<file path="src/rtl/grid_driver.sv">
// Grid solver initiator: go edge -> one start pulse, wait for done/timeout, latch result (optional reseed-retry via SUDOKU_DRIVER_RETRY_EN).
// Latency: start pulse one cycle after the go edge; result_valid one cycle after done is sampled (done ignored in first WAIT cycle).
// Backpressure: none; go edges while busy are dropped, abort returns to IDLE on the next cycle.
module grid_driver #(
    parameter int unsigned       SEED_W      = 8,
    parameter int unsigned       CNT_W       = 24,
    parameter int unsigned       TIMEOUT     = 24'hFF_FFFF,
    parameter int unsigned       MAX_TRIES   = 4,
    parameter logic [SEED_W-1:0] SEED_STRIDE = 8'd37
) (
    input  logic              clock,
    input  logic              reset,
    input  logic              go,
    input  logic [SEED_W-1:0] seed_in,
    input  logic              abort,
    output logic              grid_start,
    output logic [SEED_W-1:0] grid_seed,
    input  logic              grid_done,
    input  logic              grid_success,
    output logic              busy,
    output logic              result_valid,
    output logic              result_success,
    output logic              result_timeout,
    output logic [2:0]        tries,
    output logic [CNT_W-1:0]  cycles
);

    typedef enum logic [2:0] {
        S_IDLE   = 3'd0,
        S_LAUNCH = 3'd1,
        S_WAIT   = 3'd2,
        S_RESEED = 3'd3,
        S_DONE   = 3'd4
    } state_t;

    localparam logic [CNT_W-1:0] CYC_LAST = CNT_W'(TIMEOUT - 1);
    localparam logic [2:0]       TRY_CAP  = 3'(MAX_TRIES);
`ifdef SUDOKU_DRIVER_RETRY_EN
    localparam logic             RETRY_ON = 1'b1;
`else
    localparam logic             RETRY_ON = 1'b0;
`endif

    state_t state, next_state;
    logic   go_q;
    logic   go_edge;
    logic   first_wait;
    logic   retry_ok;
    logic   fresh;
    logic   set_success;
    logic   set_timeout;
    logic   do_abort;

    assign go_edge      = go & ~go_q;
    assign busy         = (state == S_LAUNCH) || (state == S_WAIT) || (state == S_RESEED);
    assign result_valid = (state == S_DONE);
    // cycles is cleared in LAUNCH, so zero marks the first WAIT cycle
    assign first_wait   = (cycles == '0);
    assign retry_ok     = RETRY_ON && (tries < TRY_CAP);

    always_ff @(posedge clock or negedge reset) begin
        if (!reset) begin
            state <= S_IDLE;
        end else begin
            state <= next_state;
        end
    end

    always_comb begin
        next_state  = state;
        fresh       = 1'b0;
        set_success = 1'b0;
        set_timeout = 1'b0;
        do_abort    = 1'b0;
        case (state)
            S_IDLE, S_DONE: begin
                if (go_edge) begin
                    next_state = S_LAUNCH;
                    fresh      = 1'b1;
                end
            end
            S_LAUNCH: next_state = S_WAIT;
            S_WAIT: begin
                if (!first_wait) begin
                    if (grid_done) begin
                        if (grid_success) begin
                            next_state  = S_DONE;
                            set_success = 1'b1;
                        end else if (retry_ok) begin
                            next_state = S_RESEED;
                        end else begin
                            next_state = S_DONE;
                        end
                    end else if (cycles == CYC_LAST) begin
                        next_state  = S_DONE;
                        set_timeout = 1'b1;
                    end
                end
            end
            S_RESEED: next_state = S_LAUNCH;
            default:  next_state = S_IDLE;
        endcase
        // abort overrides whatever the run decided this cycle
        if (abort && busy) begin
            next_state  = S_IDLE;
            set_success = 1'b0;
            set_timeout = 1'b0;
            do_abort    = 1'b1;
        end
    end

    always_ff @(posedge clock or negedge reset) begin
        if (!reset) begin
            go_q           <= 1'b0;
            grid_start     <= 1'b0;
            grid_seed      <= '0;
            result_success <= 1'b0;
            result_timeout <= 1'b0;
            tries          <= 3'd0;
            cycles         <= '0;
        end else begin
            go_q       <= go;
            grid_start <= (next_state == S_LAUNCH);
            if (fresh) begin
                grid_seed      <= seed_in;
                tries          <= 3'd0;
                result_success <= 1'b0;
                result_timeout <= 1'b0;
            end
            if (state == S_LAUNCH && !do_abort) begin
                tries  <= tries + 3'd1;
                cycles <= '0;
            end
            if (state == S_WAIT && !do_abort && !(&cycles)) begin
                cycles <= cycles + 1'b1;
            end
            if (state == S_RESEED && !do_abort) begin
                grid_seed <= grid_seed + SEED_STRIDE;
            end
            if (set_success) begin
                result_success <= 1'b1;
            end
            if (set_timeout) begin
                result_timeout <= 1'b1;
            end
        end
    end

endmodule
</file>
<file path="config.mk">
export PLATFORM = sky130hd
export DESIGN_NAME = grid_driver
export DESIGN_NICKNAME = d
export VERILOG_FILES = /design/src/rtl/grid_driver.sv
export SDC_FILE = /design/constraint.sdc
export NUM_CORES = 1
export LEC_CHECK = 0
export BUFFER_PORTS_ARGS = -buffer_cell sky130_fd_sc_hd__buf_2
export CAP_MARGIN = 5
export CORE_MARGIN = 2
export CORE_UTILIZATION = 50
export DETAILED_ROUTE_END_ITERATION = 7
export MAX_ROUTING_LAYER = met4
export PLACE_DENSITY = 0.75
export SYNTH_ARGS = -nofsm -noshare
export SYNTH_HDL_FRONTEND = slang
export SYNTH_SLANG_ARGS = --single-unit
export TNS_END_PERCENT = 50
</file>
<file path="constraint.sdc">
create_clock -name clock -period 2.65 [get_ports clock]
set_input_delay 0.1325 -clock clock [delete_from_list [all_inputs] [get_ports clock]]
set_output_delay 0.1325 -clock clock [all_outputs]
set_load 0.05 [all_outputs]
</file>
==> flow_metrics.py <==
metrics = {
    "run_status": {
        "status": "complete, but fails checks",
        "violations": "hold timing",
    },
    "pwr": {
        "power_density_mw_per_mm2": 683,
        "leakagePower_nw": 1.35,
        "vdd_ir_drop_max_uv": 407,
    },
    "floorplan": {
        "coreArea_sq_mm": 0.00441,
        "initial_core_util_pct": 52.3,
        "row_count": 24,
        "die_h_um": 71.9,
        "die_x_um": 71.9,
        "die_area_sq_mm": 0.00518,
        "ios": 54,
    },
    "routing": {
        "firstDrtPassIters": 4,
        "dr.first_iter.drc_count": 185,
        "ant_nets": 0,
        "drc": 0,
        "via_per_inst": 6.05,
        "wire_per_inst_um": 16.0,
        "wl_mm": 5.69,
        "vias": 2155,
    },
    "finish": {
        "layout_commonest_cell": "buf_2",
        "instances_no_fill": 356,
        "diodes": 0,
        "drive_gt1_share_pct": 26.0,
        "nFillCells": 412,
        "fin_util_pct": 62.2,
        "nets": 322,
        "area_growth_pct": 19.0,
        "layout_common_cells": "buf_2 (53), dfrtp_1 (42), nand2_1 (31)",
    },
    "timing": {
        "worst_pin_slew_ps": 922,
        "post-route-period-util_pct": 82.1,
        "hold_viol_final": 42,
        "rsz0062_at_grt": "no",
        "fin_tns_setup_ps": 0,
        "final-setup-viol-count": 0,
        "timing.fmax_ghz": 0.460,
        "skew_ps": 2.76,
        "relSlewSlack_pct": 38.5,
        "holdWs_ps": -28.0,
        "final.min_clock_period_ps": 2180,
        "slew_violations": 0,
    },
    "clock_tree": {
        "clock_path_buffers": 2,
        "htreeDepth": 2,
        "cts_tree": "done",
        "cts_root_buf": "clkbuf_8",
        "numCtsBuffers": 5,
        "cts.sinks": 42,
        "path_clk_slew_ps": 80,
        "post_cts_buffers": 0,
        "clk_latency_ps": 290,
    },
    "global_route": {
        "track_usage_pct": 24.3,
        "antenna_found_initial": 0,
        "grt_max_degree": 43,
        "grt_pass1_vias": 1991,
        "overflow": 0,
        "grt_pass1_wl_mm": 9.42,
    },
    "logic_synthesis": {
        "synthCells": 245,
        "synth_nets": 264,
        "ys_ff_latch": 42,
        "yosysTopAreaCell": "dfrtp_1",
        "syn_area_sq_mm": 0.00231,
        "synth_enable_flop_cells": 0,
        "ys_seq_area_share_pct": 45.5,
        "netlist.area_leader.share_pct": 45.5,
        "syn_avg_cell_area_sq_um": 9.42,
        "yosysUniqueCellTypes": 49,
        "synth_warnings": 0,
        "synthArstFlopShare_pct": 100,
        "synthFlopType": "dfrtp_1",
        "synthTopCellsByArea": "dfrtp_1 (46%), nand2_1 (5.0%), mux2i_1 (4.8%), nand3_1 (3.7%), a21oi_1 (2.8%)",
    },
    "placed_design": {
        "dp_hpwl_mm": 4.11,
        "gp_congestion": 0.909,
        "placed_cells": 347,
        "io_buffers": 53,
    },
    "worst_setup_path": {
        "worstSetupEndpointType": "register",
        "critPathArrivalTime_ps": 2400,
        "r2r_cells": 5,
        "crit_type": "register to register",
        "worstSetupStartpointType": "register",
        "cp_max_fo": 14,
        "required_ps": 2870,
    },
    "min_path": {
        "hp-class": "input port to async pin",
    },
    "run": {
        "cap_violations": 0,
    },
}
==> metrics by stage <==
step	hold slack, ps	area, sq um	power (mW)	setup slack, ps
after floorplan	-163	2310	1.28	399
after global placement	266	2650	1.45	573
after detailed placement	265	2650	1.46	509
after CTS	17.9	2750	1.89	486
after global routing	59.2	2750	1.99	348
final	-28.0	2750	1.88	475
==> per-layer routing <==
layer	GRT usage [%]	share of wire (%)	vias to the layer above
li1	-	-	1034
met1	31.6	45	1042
met2	37.6	47	70
met3	5.97	6.5	9
met4	8.60	1.5	0
met5	-	0	-
==> critical path: stages (launching register included) <==
cell	delay (ps)
dfrtp_1	440
and3_1	280
and3_1	240
a31oi_2	620
mux2_2	400
mux2i_1	120
==> cells in the mapped netlist (3+ instances only) <==
cell type  number
nand2b_1        4
dfrtp_1        42
nor4_1          4
o211ai_1        6
ha_1            5
inv_1           8
o21ai_0        13
o31ai_1         4
nor2_1         13
nand3_1        17
and3_1          8
mux2i_1        11
buf_2           4
or3_1           3
a21oi_1        13
nand4_1         8
nor3_1          6
or4_1           3
clkbuf_1        5
nand2_1        31
==> path summary, 6_finish.rpt <==
path	from	endpoint	slack [ps]
worst max-delay path	cycles[13]$_DFFE_PN0P_	cycles[7]$_DFFE_PN0P_	470
worst min-delay path	reset	cycles[19]$_DFFE_PN0P_	-30
worst max register to register	cycles[13]$_DFFE_PN0P_	cycles[7]$_DFFE_PN0P_	470
worst min register to register	tries[2]$_DFFE_PN0P_	tries[2]$_DFFE_PN0P_	480
max in group asynchronous	reset	cycles[7]$_DFFE_PN0P_	2100
min in group clock	seed_in[1]	grid_seed[1]$_DFFE_PN0P_	80
==> sequential cells by signal, indices dropped and copies added, names as in the netlist <==
signal and count:
grid_start 1, tries 3, state 3, result_timeout 1, grid_seed 8, go_q 1, cycles 24, result_success 1
==> cell type report <==
| cell class | count | area, sq um | share of cell area, % |
|---|---|---|---|
| multi-input combinational | 186 | 1190 | 43.3 |
| sequential | 42 | 1050 | 38.3 |
| timing repair buffer | 60 | 320 | 11.7 |
| clock buffer | 7 | 86.3 | 3.14 |
| tap | 52 | 65.1 | 2.37 |
| inverter | 8 | 30.0 | 1.09 |
| clock inverter | 1 | 5.00 | 0.182 |
==> power by group <==
part	switching (mW)	leakage (nW)	total [mW]	internal (mW)
sequential	0.0989	0.557	0.812	0.713
combinational	0.459	0.748	0.636	0.177
clock	0.218	0.0482	0.428	0.210
==> cells by family after synthesis <==
family | after synthesis | synth area share [%]
flip-flops | 42 | 45.5
AND/OR/NAND/NOR | 112 | 26.9
adder cells (fa/ha/maj) | 5 | 2.71
multiplexers | 12 | 5.26
AO/OA/AOI/OAI | 57 | 16.6
buffers and inverters | 17 | 2.98
==> repair_timing <==
action / 4_1_cts / 5_1_grt
hold buffers: 1 / 0
hold endpoints to repair: 1 / 0
resized for setup: 0 / 0
(Power assumes the default switching activity.)
